===== config.mk =====
export PLATFORM = sky130hd
export DESIGN_NAME = peak_note_finder
export DESIGN_NICKNAME = d
export VERILOG_FILES = /design/src/rtl/peak_note_pkg.sv /design/src/rtl/peak_note_finder_matcher.sv /design/src/rtl/peak_note_finder.sv
export SDC_FILE = /design/constraint.sdc
export NUM_CORES = 1
export LEC_CHECK = 0
export ABC_AREA = 0
export CAP_MARGIN = 40
export CORE_UTILIZATION = 30
export DETAILED_ROUTE_END_ITERATION = 8
export HOLD_SLACK_MARGIN = 0.15
export PLACE_DENSITY = 0.54
export SETUP_SLACK_MARGIN = 0.4
export SYNTH_ARGS = -nofsm -noshare
export SYNTH_HDL_FRONTEND = slang
export SYNTH_SLANG_ARGS = --single-unit

===== constraint.sdc =====
create_clock -name clk -period 12.45 [get_ports clk]
set_input_delay 2.49 -clock clk [delete_from_list [all_inputs] [get_ports clk]]
set_output_delay 2.49 -clock clk [all_outputs]
set_load 0.005 [all_outputs]

===== src/rtl/peak_note_pkg.sv =====
// Shared types, note table and arithmetic helpers for the peak note finder.
package peak_note_pkg;

    typedef enum logic [3:0] {
        ST_IDLE,
        ST_ISSUE_R,
        ST_WAIT_R,
        ST_CAPTURE_R,
        ST_ISSUE_I,
        ST_WAIT_I,
        ST_CAPTURE_I,
        ST_COMPARE,
        ST_MATCH,
        ST_DONE
    } state_t;

    localparam int MAX_NOTES = 8;
    localparam int NOTE_BINS [0:MAX_NOTES-1] = '{165, 110, 147, 196, 247, 330, 0, 0};

    function automatic logic [31:0] abs_sat(input logic signed [31:0] v);
        if (v == 32'sh8000_0000)
            return 32'h7FFF_FFFF;
        return (v < 0) ? -v : v;
    endfunction

    // Clamp a value into the signed range of a w-bit word.
    function automatic logic signed [31:0] sat_resize(input logic signed [31:0] v, input int w);
        logic signed [31:0] hi;
        logic signed [31:0] lo;
        hi = (32'sd1 <<< (w - 1)) - 32'sd1;
        lo = -(32'sd1 <<< (w - 1));
        if (v > hi)
            return hi;
        if (v < lo)
            return lo;
        return v;
    endfunction

endpackage


===== src/rtl/peak_note_finder_matcher.sv =====
// Walks the note table one entry per cycle and keeps the entry nearest to peak_bin.
module note_matcher #(
    parameter int ADDR_W  = 11,
    parameter int N_NOTES = 6,
    parameter int DIFF_W  = 10
) (
    input  logic              clk,
    input  logic              rst_n,
    input  logic              en,
    input  logic [ADDR_W-1:0] peak_bin,
    output logic              valid,
    output logic [2:0]        note,
    output logic [DIFF_W-1:0] difference
);
    import peak_note_pkg::*;

    logic [2:0]               k_reg;
    logic [2:0]               best_k_reg;
    logic signed [ADDR_W+1:0] best_d_reg;
    logic [ADDR_W+1:0]        best_abs_reg;
    logic                     valid_reg;
    logic signed [ADDR_W+1:0] d;
    logic [ADDR_W+1:0]        abs_d;

    assign d     = $signed({2'b00, peak_bin}) - $signed((ADDR_W+2)'(NOTE_BINS[k_reg]));
    assign abs_d = d[ADDR_W+1] ? $unsigned(-d) : $unsigned(d);

    always_ff @(posedge clk or negedge rst_n) begin
        if (!rst_n) begin
            k_reg        <= '0;
            best_k_reg   <= '0;
            best_d_reg   <= '0;
            best_abs_reg <= '0;
            valid_reg    <= 1'b0;
        end else if (en && !valid_reg) begin
            // Entry 0 always seeds the search; later entries need a strictly smaller distance.
            if (k_reg == 3'd0 || abs_d < best_abs_reg) begin
                best_k_reg   <= k_reg;
                best_d_reg   <= d;
                best_abs_reg <= abs_d;
            end
            if (int'(k_reg) == N_NOTES - 1) begin
                k_reg     <= '0;
                valid_reg <= 1'b1;
            end else begin
                k_reg <= k_reg + 3'd1;
            end
        end else begin
            k_reg     <= '0;
            valid_reg <= 1'b0;
        end
    end

    assign valid      = valid_reg;
    assign note       = best_k_reg;
    assign difference = DIFF_W'(sat_resize(32'(best_d_reg), DIFF_W));

endmodule


===== src/rtl/peak_note_finder.sv =====
// Scans a re/im spectrum RAM for the strongest bin and maps it onto the nearest tuning note.
module peak_note_finder #(
    parameter int DATA_W      = 10,
    parameter int ADDR_W      = 11,
    parameter int BIN_FIRST   = 1,
    parameter int BIN_LAST    = 511,
    parameter int IMAG_OFFSET = 1024,
    parameter int MEM_LAT     = 2,
    parameter int N_NOTES     = 6,
    parameter int DIFF_W      = 10
) (
    input  logic                     clk,
    input  logic                     rst_n,
    input  logic                     start,
    output logic                     busy,
    output logic                     done,
    output logic [ADDR_W-1:0]        mem_addr,
    input  logic signed [DATA_W-1:0] mem_data,
    input  logic [DATA_W:0]          threshold,
    output logic [ADDR_W-1:0]        peak_bin,
    output logic [DATA_W:0]          peak_mag,
    output logic [2:0]               note,
    output logic [DIFF_W-1:0]        difference,
    output logic                     no_signal
);
    import peak_note_pkg::*;

    localparam int WAIT_W = (MEM_LAT > 1) ? $clog2(MEM_LAT) : 1;
    localparam logic [ADDR_W-1:0] FIRST_A = ADDR_W'(BIN_FIRST);
    localparam logic [ADDR_W-1:0] LAST_A  = ADDR_W'(BIN_LAST);
    localparam logic [ADDR_W-1:0] IMAG_A  = ADDR_W'(IMAG_OFFSET);

    state_t                    state_reg, state_next;
    logic [ADDR_W-1:0]         index_reg;
    logic [WAIT_W-1:0]         wait_cnt_reg;
    logic signed [DATA_W-1:0]  re_reg, im_reg;
    logic [DATA_W:0]           thr_reg;
    logic [DATA_W:0]           best_mag_reg;
    logic [ADDR_W-1:0]         best_bin_reg;
    logic [ADDR_W-1:0]         mem_addr_reg;
    logic                      done_reg, no_signal_reg;
    logic [ADDR_W-1:0]         peak_bin_reg;
    logic [DATA_W:0]           peak_mag_reg;
    logic [2:0]                note_reg;
    logic [DIFF_W-1:0]         diff_reg;
    logic [DATA_W:0]           mag;
    logic                      wait_done, match_valid;
    logic [2:0]                match_note;
    logic [DIFF_W-1:0]         match_diff;

    // DATA_W+1 bits hold |re|+|im| exactly, including two most-negative samples.
    assign mag       = (DATA_W+1)'(abs_sat(32'(re_reg))) + (DATA_W+1)'(abs_sat(32'(im_reg)));
    assign wait_done = (int'(wait_cnt_reg) == MEM_LAT - 2);

    always_ff @(posedge clk or negedge rst_n) begin
        if (!rst_n)
            state_reg <= ST_IDLE;
        else
            state_reg <= state_next;
    end

    always_comb begin
        state_next = state_reg;
        case (state_reg)
            ST_IDLE:      if (start) state_next = ST_ISSUE_R;
            ST_ISSUE_R:   state_next = (MEM_LAT == 1) ? ST_CAPTURE_R : ST_WAIT_R;
            ST_WAIT_R:    if (wait_done) state_next = ST_CAPTURE_R;
            ST_CAPTURE_R: state_next = ST_ISSUE_I;
            ST_ISSUE_I:   state_next = (MEM_LAT == 1) ? ST_CAPTURE_I : ST_WAIT_I;
            ST_WAIT_I:    if (wait_done) state_next = ST_CAPTURE_I;
            ST_CAPTURE_I: state_next = ST_COMPARE;
            ST_COMPARE:   state_next = (index_reg == LAST_A) ? ST_MATCH : ST_ISSUE_R;
            ST_MATCH:     if (match_valid) state_next = ST_DONE;
            ST_DONE:      state_next = ST_IDLE;
            default:      state_next = ST_IDLE;
        endcase
    end

    always_ff @(posedge clk or negedge rst_n) begin
        if (!rst_n) begin
            index_reg     <= '0;
            wait_cnt_reg  <= '0;
            re_reg        <= '0;
            im_reg        <= '0;
            thr_reg       <= '0;
            best_mag_reg  <= '0;
            best_bin_reg  <= '0;
            mem_addr_reg  <= '0;
            done_reg      <= 1'b0;
            no_signal_reg <= 1'b0;
            peak_bin_reg  <= '0;
            peak_mag_reg  <= '0;
            note_reg      <= '0;
            diff_reg      <= '0;
        end else begin
            done_reg <= 1'b0;
            case (state_reg)
                ST_IDLE: if (start) begin
                    thr_reg      <= threshold;
                    index_reg    <= FIRST_A;
                    best_mag_reg <= '0;
                    best_bin_reg <= FIRST_A;
                end
                ST_ISSUE_R: begin
                    mem_addr_reg <= index_reg;
                    wait_cnt_reg <= '0;
                end
                ST_ISSUE_I: begin
                    mem_addr_reg <= index_reg + IMAG_A;
                    wait_cnt_reg <= '0;
                end
                ST_WAIT_R, ST_WAIT_I: wait_cnt_reg <= wait_cnt_reg + WAIT_W'(1);
                ST_CAPTURE_R: re_reg <= mem_data;
                ST_CAPTURE_I: im_reg <= mem_data;
                ST_COMPARE: begin
                    if (mag > best_mag_reg) begin
                        best_mag_reg <= mag;
                        best_bin_reg <= index_reg;
                    end
                    index_reg <= index_reg + ADDR_W'(1);
                end
                ST_DONE: begin
                    done_reg     <= 1'b1;
                    peak_bin_reg <= best_bin_reg;
                    peak_mag_reg <= best_mag_reg;
                    if (best_mag_reg < thr_reg) begin
                        no_signal_reg <= 1'b1;
                        note_reg      <= '0;
                        diff_reg      <= '0;
                    end else begin
                        no_signal_reg <= 1'b0;
                        note_reg      <= match_note;
                        diff_reg      <= match_diff;
                    end
                end
                default: ;
            endcase
        end
    end

    note_matcher #(
        .ADDR_W  (ADDR_W),
        .N_NOTES (N_NOTES),
        .DIFF_W  (DIFF_W)
    ) u_matcher (
        .clk        (clk),
        .rst_n      (rst_n),
        .en         (state_reg == ST_MATCH),
        .peak_bin   (best_bin_reg),
        .valid      (match_valid),
        .note       (match_note),
        .difference (match_diff)
    );

    assign busy       = (state_reg != ST_IDLE);
    assign done       = done_reg;
    assign mem_addr   = mem_addr_reg;
    assign peak_bin   = peak_bin_reg;
    assign peak_mag   = peak_mag_reg;
    assign note       = note_reg;
    assign difference = diff_reg;
    assign no_signal  = no_signal_reg;

endmodule


==> load_flow_metrics.sql, run 1 <==
INSERT INTO impl_metrics (metric_group, metric, value, unit) VALUES
('sta', 'max_clock_freq', '205', 'MHz'),
('clocking', 'cts-htree-levels', '4', ''),
('synthesis', 'post_synth_net_total', '936', ''),
('floorplanning', 'num_ports', '73', ''),
('floorplanning', 'die_outline_height', '166', 'um'),
('clocking', 'cts_tree', 'yes', ''),
('setup_path', 'timing.critical_path.slowest_stage_cell', 'sky130_fd_sc_hd__xor2_1', ''),
('setup_path', 'critical-path-max-stage-delay', '0.51', 'ns'),
('clocking', 'cts.clk_slew.worst_paths', '0.06', 'ns'),
('cells_and_area', 'post_route_cells_drive_above_1_share', '9.59', '%'),
('placement', 'gp_congestion', '0.852', ''),
('status', 'run_status', 'finished, violations left', ''),
('synthesis', 'synth_compound_area_share', '15.2', '%'),
('setup_path', 'crit_required', '12.76', 'ns'),
('synthesis', 'yosysTopAreaCell', 'sky130_fd_sc_hd__dfrtp_1', ''),
('setup_path', 'crit_fanout', '40', ''),
('grt', 'grt_max_degree', '60', ''),
('grt', 'global_route.overflow_total', '0', ''),
('setup_path', 'kind_of_end_point_of_the_critical_path', 'flip-flop', ''),
('sta', 'period_minus_slack', '4.88', 'ns'),
('synthesis', 'post_synth_and_or_nand_nor_area_fraction', '15.0', '%'),
('power', 'total_leakage_power', '0.00438', 'uW'),
('floorplanning', 'starting_density_of_the_core', '30.8', '%'),
('floorplanning', 'die_area', '27700', 'um^2'),
('synthesis', 'ys_ff_latch', '149', ''),
('clocking', 'post_cts.resized_instances', '0', ''),
('sta', 'fin_ws', '7.57', 'ns'),
('power', 'internal-power', '855', 'uW'),
('job', 'cap_violations', '0', ''),
('synthesis', 'synth_area', '8100', 'um^2'),
('placement', 'placement.io_buffers', '72', ''),
('synthesis', 'post_synth.cell_area_avg', '9.53', 'um^2'),
('clocking', 'numCtsBuffers', '17', ''),
('placement', 'dp_slack', '7.68', 'ns'),
('sta', 'setup_viol', '0', ''),
('clocking', 'clkSinkCount', '149', ''),
('routing', 'total_wirelength', '18500', 'um'),
('power', 'switching_share', '23.7', '%'),
('sta', 'period_share', '39.2', '%'),
('synthesis', 'ys_seq_area_share', '46.0', '%'),
('placement', 'detailedPlacementHpwl', '13700', 'um'),
('synthesis', 'synth_cell_types', '56', ''),
('power', 'power-per-cell-area', '114', 'nW/um^2'),
('routing', 'drt_iter0_markers', '416', ''),
('synthesis', 'synthXorXnorAreaFrac', '4.33', '%'),
('routing', 'post-route-drc-count', '7', ''),
('setup_path', 'worst_setup_path_start_kind', 'flip-flop', ''),
('cells_and_area', 'nets', '1001', ''),
('cells_and_area', 'diodes', '0', ''),
('power', 'ir_drop', '0.0000950', 'V'),
('cells_and_area', 'finish.instance_area', '9830', 'um^2'),
('setup_path', 'path_cells', 'inv_1 > ha_1 > nand2_1 > o21ai_0 > ha_1 > fa_1 > nand2b_1 > a21oi_1 > xor2_1 > nor3_1 > a41o_1 > xor2_1 > ha_1 > nand2_1 > o21ai_0 > a21oi_1 > o31ai_4 > buf_4 > mux2_2', ''),
('routing', 'wire_per_inst', '14.7', 'um'),
('sta', 'worst_max_slew_margin_expressed_relative_to_the_limit', '49.1', '%'),
('clocking', 'post_cts_hold_buffer_count', '0', ''),
('grt', 'antenna_violations_before_repair', '0', ''),
('status', 'violations', 'design-rule violations', ''),
('sta', 'timing_worst_slew_pin_value', '0.758', 'ns'),
('sta', 'unrepaired_setup_endpoints_after_global_routing', 'false', ''),
('clocking', 'clkLatencyLatePin', '0.43', 'ns'),
('power', 'p_sw', '266', 'uW'),
('synthesis', 'yosys.cell_count.top_type', 'sky130_fd_sc_hd__nand2_1', ''),
('floorplanning', 'floorplan.die.width', '166', 'um'),
('synthesis', 'synth-edff-count', '0', ''),
('routing', 'vias_per_inst', '4.81', ''),
('synthesis', 'synth_top_family_by_area', 'compound AO/OA/AOI/OAI gates', ''),
('synthesis', 'syn_inst', '850', ''),
('synthesis', 'asyncSetResetFlopFracSynth', '100', '%'),
('sta', 'finalClockSkew', '0.0130', 'ns'),
('hold_path', 'holdCritPathClass', 'flip-flop to flip-flop', ''),
('floorplanning', 'std_cell_rows', '59', '');
-- cells by family (layout without fill, tap and decap cells) --
group	count (synthesis)	count (layout)
compound gates	196	196
simple gates	278	278
fa+ha+maj	62	62
other cells	1	1
xor+xnor	40	40
mux	41	41
buf+inv	83	161
flops	149	149
-- routing by layer --
| metal | wire length [um] | GRT usage, % |
|---|---|---|
| met5 | 0 | 0 |
| met4 | 176 | 4.03 |
| met3 | 759 | 3.12 |
| met2 | 8270 | 22.0 |
| met1 | 9340 | 19.6 |
-- worst min-delay path: cells and delay by family (launching register included) --
kind          cells  cell delay (ns)
flops             1             0.34
simple gates      2             0.10
-- cells in the final DEF, fill, tap and decap left out, types with 4 or more instances in the layout --
| master | n |
|---|---|
| sky130_fd_sc_hd__a21oi_1 | 27 |
| sky130_fd_sc_hd__nand4_1 | 6 |
| sky130_fd_sc_hd__nor3_1 | 11 |
| sky130_fd_sc_hd__xnor2_1 | 29 |
| sky130_fd_sc_hd__nand2b_1 | 8 |
| sky130_fd_sc_hd__and3_1 | 5 |
| sky130_fd_sc_hd__buf_4 | 6 |
| sky130_fd_sc_hd__clkdlybuf4s50_1 | 71 |
| sky130_fd_sc_hd__inv_1 | 50 |
| sky130_fd_sc_hd__ha_1 | 60 |
| sky130_fd_sc_hd__dfrtp_1 | 149 |
| sky130_fd_sc_hd__xor2_1 | 11 |
| sky130_fd_sc_hd__nand2_1 | 151 |
| sky130_fd_sc_hd__nand3b_1 | 4 |
| sky130_fd_sc_hd__a21o_1 | 13 |
| sky130_fd_sc_hd__o21ai_0 | 93 |
| sky130_fd_sc_hd__a31oi_1 | 4 |
| sky130_fd_sc_hd__nor2b_1 | 7 |
| sky130_fd_sc_hd__o31ai_1 | 15 |
| sky130_fd_sc_hd__nand3_1 | 15 |
| sky130_fd_sc_hd__or3_1 | 5 |
| sky130_fd_sc_hd__a22o_1 | 4 |
| sky130_fd_sc_hd__o21a_1 | 5 |
| sky130_fd_sc_hd__nor2_1 | 53 |
| sky130_fd_sc_hd__mux2_2 | 40 |
| sky130_fd_sc_hd__clkbuf_16 | 17 |
-- per-stage QoR --
| step | instances | utilization, % |
|---|---|---|
| 2_1_floorplan | 850 | - |
| 3_3_place_gp | 1230 | 34.9 |
| 3_5_place_dp | 1231 | 35.0 |
| 4_1_cts | 1263 | 37.4 |
| 5_1_grt | 1263 | 37.4 |
| 6_report | 1263 | 37.4 |
-- power groups by stage --
stage	registers [uW]	clock network, uW	logic (uW)
2_1_floorplan	499	0	55.5
3_3_place_gp	501	0	84.3
3_5_place_dp	501	0	85.9
4_1_cts	492	558	86.5
5_1_grt	492	581	96.9
6_report	492	545	84.6
-- final timing paths --
| path | startpoint | to | slack, ns | depth (start not counted) |
|---|---|---|---|---|
| hold / removal | peak_bin[7] | peak_bin[7] | 0.47 | 2 |
| max in group asynchronous | rst_n | best_mag_reg[2] | 9.07 | 3 |
| setup / recovery | u_matcher.k_reg[0] | u_matcher.best_d_reg[9] | 7.57 | 19 |
| hold reg to reg | peak_bin[7] | peak_bin[7] | 0.47 | 2 |
| min in group asynchronous | rst_n | difference[1] | 1.98 | 1 |
| setup reg to reg | u_matcher.k_reg[0] | u_matcher.best_d_reg[9] | 7.57 | 19 |
-- layout make-up --
| cell class | instances | area (um^2) |
|---|---|---|
| Clock buffer | 20 | 457 |
| Clock inverter | 12 | 168 |
| Fill cell | 2648 | 16400 |
| Inverter | 50 | 188 |
| Multi-Input combinational cell | 618 | 4080 |
| Sequential cell | 149 | 3730 |
| Tap cell | 335 | 419 |
| Timing Repair Buffer | 79 | 795 |
Power figures use the tool's default switching activity.
==> run 2, diff against run 1 <==
--- a/config.mk
+++ b/config.mk
@@ -10,7 +10,7 @@
 export CORE_UTILIZATION = 30
 export DETAILED_ROUTE_END_ITERATION = 8
 export HOLD_SLACK_MARGIN = 0.15
-export PLACE_DENSITY = 0.54
+export PLACE_DENSITY = 0.56
 export SETUP_SLACK_MARGIN = 0.4
 export SYNTH_ARGS = -nofsm -noshare
 export SYNTH_HDL_FRONTEND = slang
==> constraint.sdc (replaced) <==
create_clock -name clk -period 3.95 [get_ports clk]
set_input_delay 0.79 -clock clk [delete_from_list [all_inputs] [get_ports clk]]
set_output_delay 0.79 -clock clk [all_outputs]
set_load 0.005 [all_outputs]
==> load_flow_metrics.sql, run 2 (synthesized netlist as in run 1, its figures left out) <==
INSERT INTO impl_metrics (metric_group, metric, value, unit) VALUES
('status', 'run_status', 'finished, violations left', ''),
('status', 'violations', 'design-rule violations, negative setup slack', ''),
('floorplanning', 'die_area', '27700', 'um^2'),
('cells_and_area', 'post_route_cells_drive_above_1_share', '27.6', '%'),
('floorplanning', 'std_cell_rows', '59', ''),
('setup_path', 'reg2regPathDepth', '22', ''),
('sta', 'max_clock_freq', '238', 'MHz'),
('clocking', 'clkSinkCount', '149', ''),
('clocking', 'cts.clk_slew.worst_paths', '0.07', 'ns'),
('grt', 'track_usage', '15.5', '%'),
('clocking', 'numCtsBuffers', '17', ''),
('setup_path', 'worst_setup_path_start_kind', 'flip-flop', ''),
('clocking', 'post_cts_hold_buffer_count', '0', ''),
('sta', 'period_minus_slack', '4.20', 'ns'),
('floorplanning', 'core_area', '26300', 'um^2'),
('cells_and_area', 'nets', '1094', ''),
('power', 'total_power', '3580', 'uW'),
('sta', 'fin_ws', '-0.253', 'ns'),
('routing', 'total_wirelength', '20400', 'um'),
('setup_path', 'ff2ff_setup_slack', '-0.25', 'ns'),
('placement', 'gp_congestion', '0.846', ''),
('clocking', 'clkLatencyLatePin', '0.42', 'ns'),
('sta', 'worst_max_slew_margin_expressed_relative_to_the_limit', '54.4', '%'),
('routing', 'post-route-drc-count', '4', ''),
('routing', 'vias', '6489', ''),
('power', 'total_leakage_power', '0.00508', 'uW'),
('cells_and_area', 'largest_register_ff_count', '13', ''),
('clocking', 'clock_tree.root_cell', 'sky130_fd_sc_hd__clkbuf_16', ''),
('sta', 'setup_tns', '-5.76', 'ns'),
('cells_and_area', 'mostFrequentLayoutCell', 'sky130_fd_sc_hd__dfrtp_1', ''),
('power', 'ir_drop', '0.000218', 'V'),
('hold_path', 'holdCritPathClass', 'primary input to asynchronous set/reset pin', ''),
('cells_and_area', 'diodes', '0', ''),
('power', 'power-per-cell-area', '315', 'nW/um^2'),
('routing', 'vias_per_inst', '4.79', ''),
('routing', 'drt_iter0_markers', '312', ''),
('setup_path', 'crit_required', '4.25', 'ns'),
('sta', 'finalClockSkew', '0.0115', 'ns'),
('grt', 'grt_pass1_vias', '6640', ''),
('setup_path', 'rr_endpoint', 'u_matcher.best_abs_reg[10]', ''),
('sta', 'setup_viol', '47', ''),
('floorplanning', 'floorplan.die.width', '166', 'um'),
('sta', 'finalHoldViolCount', '0', ''),
('sta', 'unrepaired_setup_endpoints_after_global_routing', 'true', ''),
('floorplanning', 'die_outline_height', '166', 'um'),
('routing', 'wire_per_inst', '15.1', 'um'),
('sta', 'period_share', '106', '%'),
('routing', 'drt_first_pass_iters', '9', ''),
('clocking', 'cts-htree-levels', '4', ''),
('sta', 'timing.final.max_slew_violations', '0', ''),
('cells_and_area', 'areaGrowthSynthToFinish', '40.1', '%'),
('grt', 'global_route.overflow_total', '0', ''),
('floorplanning', 'num_ports', '73', ''),
('grt', 'grt_pass1_wl', '34500', 'um'),
('setup_path', 'setup.worst_path.class', 'flip-flop to flip-flop', ''),
('routing', 'ant_nets', '0', ''),
('sta', 'timing_worst_slew_pin_value', '0.683', 'ns'),
('floorplanning', 'starting_density_of_the_core', '30.8', '%'),
('placement', 'placement.io_buffers', '72', ''),
('setup_path', 'kind_of_end_point_of_the_critical_path', 'flip-flop', ''),
('clocking', 'cts_tree', 'yes', ''),
('setup_path', 'critPathArrivalTime', '4.50', 'ns'),
('placement', 'detailedPlacementHpwl', '14500', 'um'),
('setup_path', 'crit_fanout', '7', ''),
('grt', 'grt_max_degree', '61', ''),
('cells_and_area', 'layout.cells.most_common_list', 'sky130_fd_sc_hd__dfrtp_1, sky130_fd_sc_hd__nand2_1, sky130_fd_sc_hd__buf_4', ''),
('setup_path', 'reg2reg_from', 'u_matcher.k_reg[1]', ''),
('job', 'cap_violations', '0', ''),
('clocking', 'bufs_on_longest_clock_path', '2', ''),
('grt', 'antenna_violations_before_repair', '0', '');
run 2: changes by cell type in the layout (fill, tap and decap cells not counted), sizes merged:
cell    before  now
inv         54   53
buf          8   99
clkinv       2    4
clkbuf      20   21
run 2: final cells by class:
| type | count | area [um^2] |
|---|---|---|
| clock inverters | 13 | 170 |
| repair buffers | 172 | 1710 |
| flip-flops and latches | 149 | 3730 |
| multi-input cells | 618 | 4680 |
| fillers | 2501 | 14900 |
| well taps | 335 | 419 |
| clock buffers | 19 | 453 |
| inverters | 50 | 188 |
run 2: worst max path at each step:
stage	start	endpoint	slack, ns	cells past startpoint
3_3_place_gp	u_matcher.k_reg[0]	u_matcher.best_d_reg[4]	-0.18	20
3_5_place_dp	u_matcher.k_reg[0]	u_matcher.best_d_reg[4]	-0.27	20
2_1_floorplan	u_matcher.k_reg[1]	u_matcher.best_abs_reg[1]	-0.11	19
5_1_grt	u_matcher.k_reg[0]	u_matcher.best_abs_reg[6]	-0.43	21
6_report	u_matcher.k_reg[1]	u_matcher.best_abs_reg[10]	-0.25	22
4_1_cts	u_matcher.k_reg[0]	u_matcher.best_abs_reg[6]	-0.17	20
run 2: through the flow:
step / cell area, um^2 / setup WS, ns / cells / hold WS [ns] / util [%]
final: 11300 / -0.253 / 1356 / 0.353 / 43.2
after global routing: 11300 / -0.426 / 1356 / 0.388 / 43.2
after CTS: 10900 / -0.170 / 1346 / 0.367 / 41.6
after detailed placement: 9870 / -0.269 / 1293 / 0.468 / 37.6
after global placement: 9870 / -0.178 / 1293 / 0.460 / 37.6
after floorplan: 8320 / -0.114 / 850 / 0.433 / -
run 2: power breakdown:
| part | internal, uW | switching, uW | leakage [uW] |
|---|---|---|---|
| sequential | 1540 | 12.0 | 0.00184 |
| clock | 1040 | 671 | 0.000297 |
| combinational | 154 | 167 | 0.00295 |
| total | 2730 | 850 | 0.00508 |
run 2: layer usage:
| metal | global-route usage (%) | up-vias | wire length, um |
|---|---|---|---|
| met2 | 24.9 | 98 | 9590 |
| met5 | 0 | - | 0 |
| met4 | 3.50 | 0 | 238 |
| li1 | - | 3261 | - |
| met3 | 3.27 | 20 | 673 |
| met1 | 21.4 | 3110 | 9910 |
run 2: what timing repair did:
action | CTS | global route
buffers inserted | 16 | 8
gates resized for setup | 55 | 79
pin swaps | 28 | 17
gates cloned | 5 | 2
endpoints found under the setup margin | 50 | 50
run 2: critical path: stages (launching register included):
cell and delay [ns]:
sky130_fd_sc_hd__dfrtp_1 0.36, sky130_fd_sc_hd__inv_2 0.06, sky130_fd_sc_hd__ha_4 0.16, sky130_fd_sc_hd__nand2_4 0.06, sky130_fd_sc_hd__o21ai_2 0.05, sky130_fd_sc_hd__ha_2 0.19
sky130_fd_sc_hd__fa_2 0.35, sky130_fd_sc_hd__nand2b_4 0.16, sky130_fd_sc_hd__a211oi_4 0.28, sky130_fd_sc_hd__o21ai_2 0.12, sky130_fd_sc_hd__a2111oi_4 0.34, sky130_fd_sc_hd__a41oi_2 0.16
sky130_fd_sc_hd__xor2_1 0.19, sky130_fd_sc_hd__ha_2 0.20, sky130_fd_sc_hd__a21o_1 0.15, sky130_fd_sc_hd__a21o_1 0.15, sky130_fd_sc_hd__a21oi_1 0.14, sky130_fd_sc_hd__o21a_1 0.18
sky130_fd_sc_hd__o31ai_4 0.09, sky130_fd_sc_hd__buf_4 0.16, sky130_fd_sc_hd__buf_12 0.12, sky130_fd_sc_hd__buf_12 0.13, sky130_fd_sc_hd__mux2_4 0.29
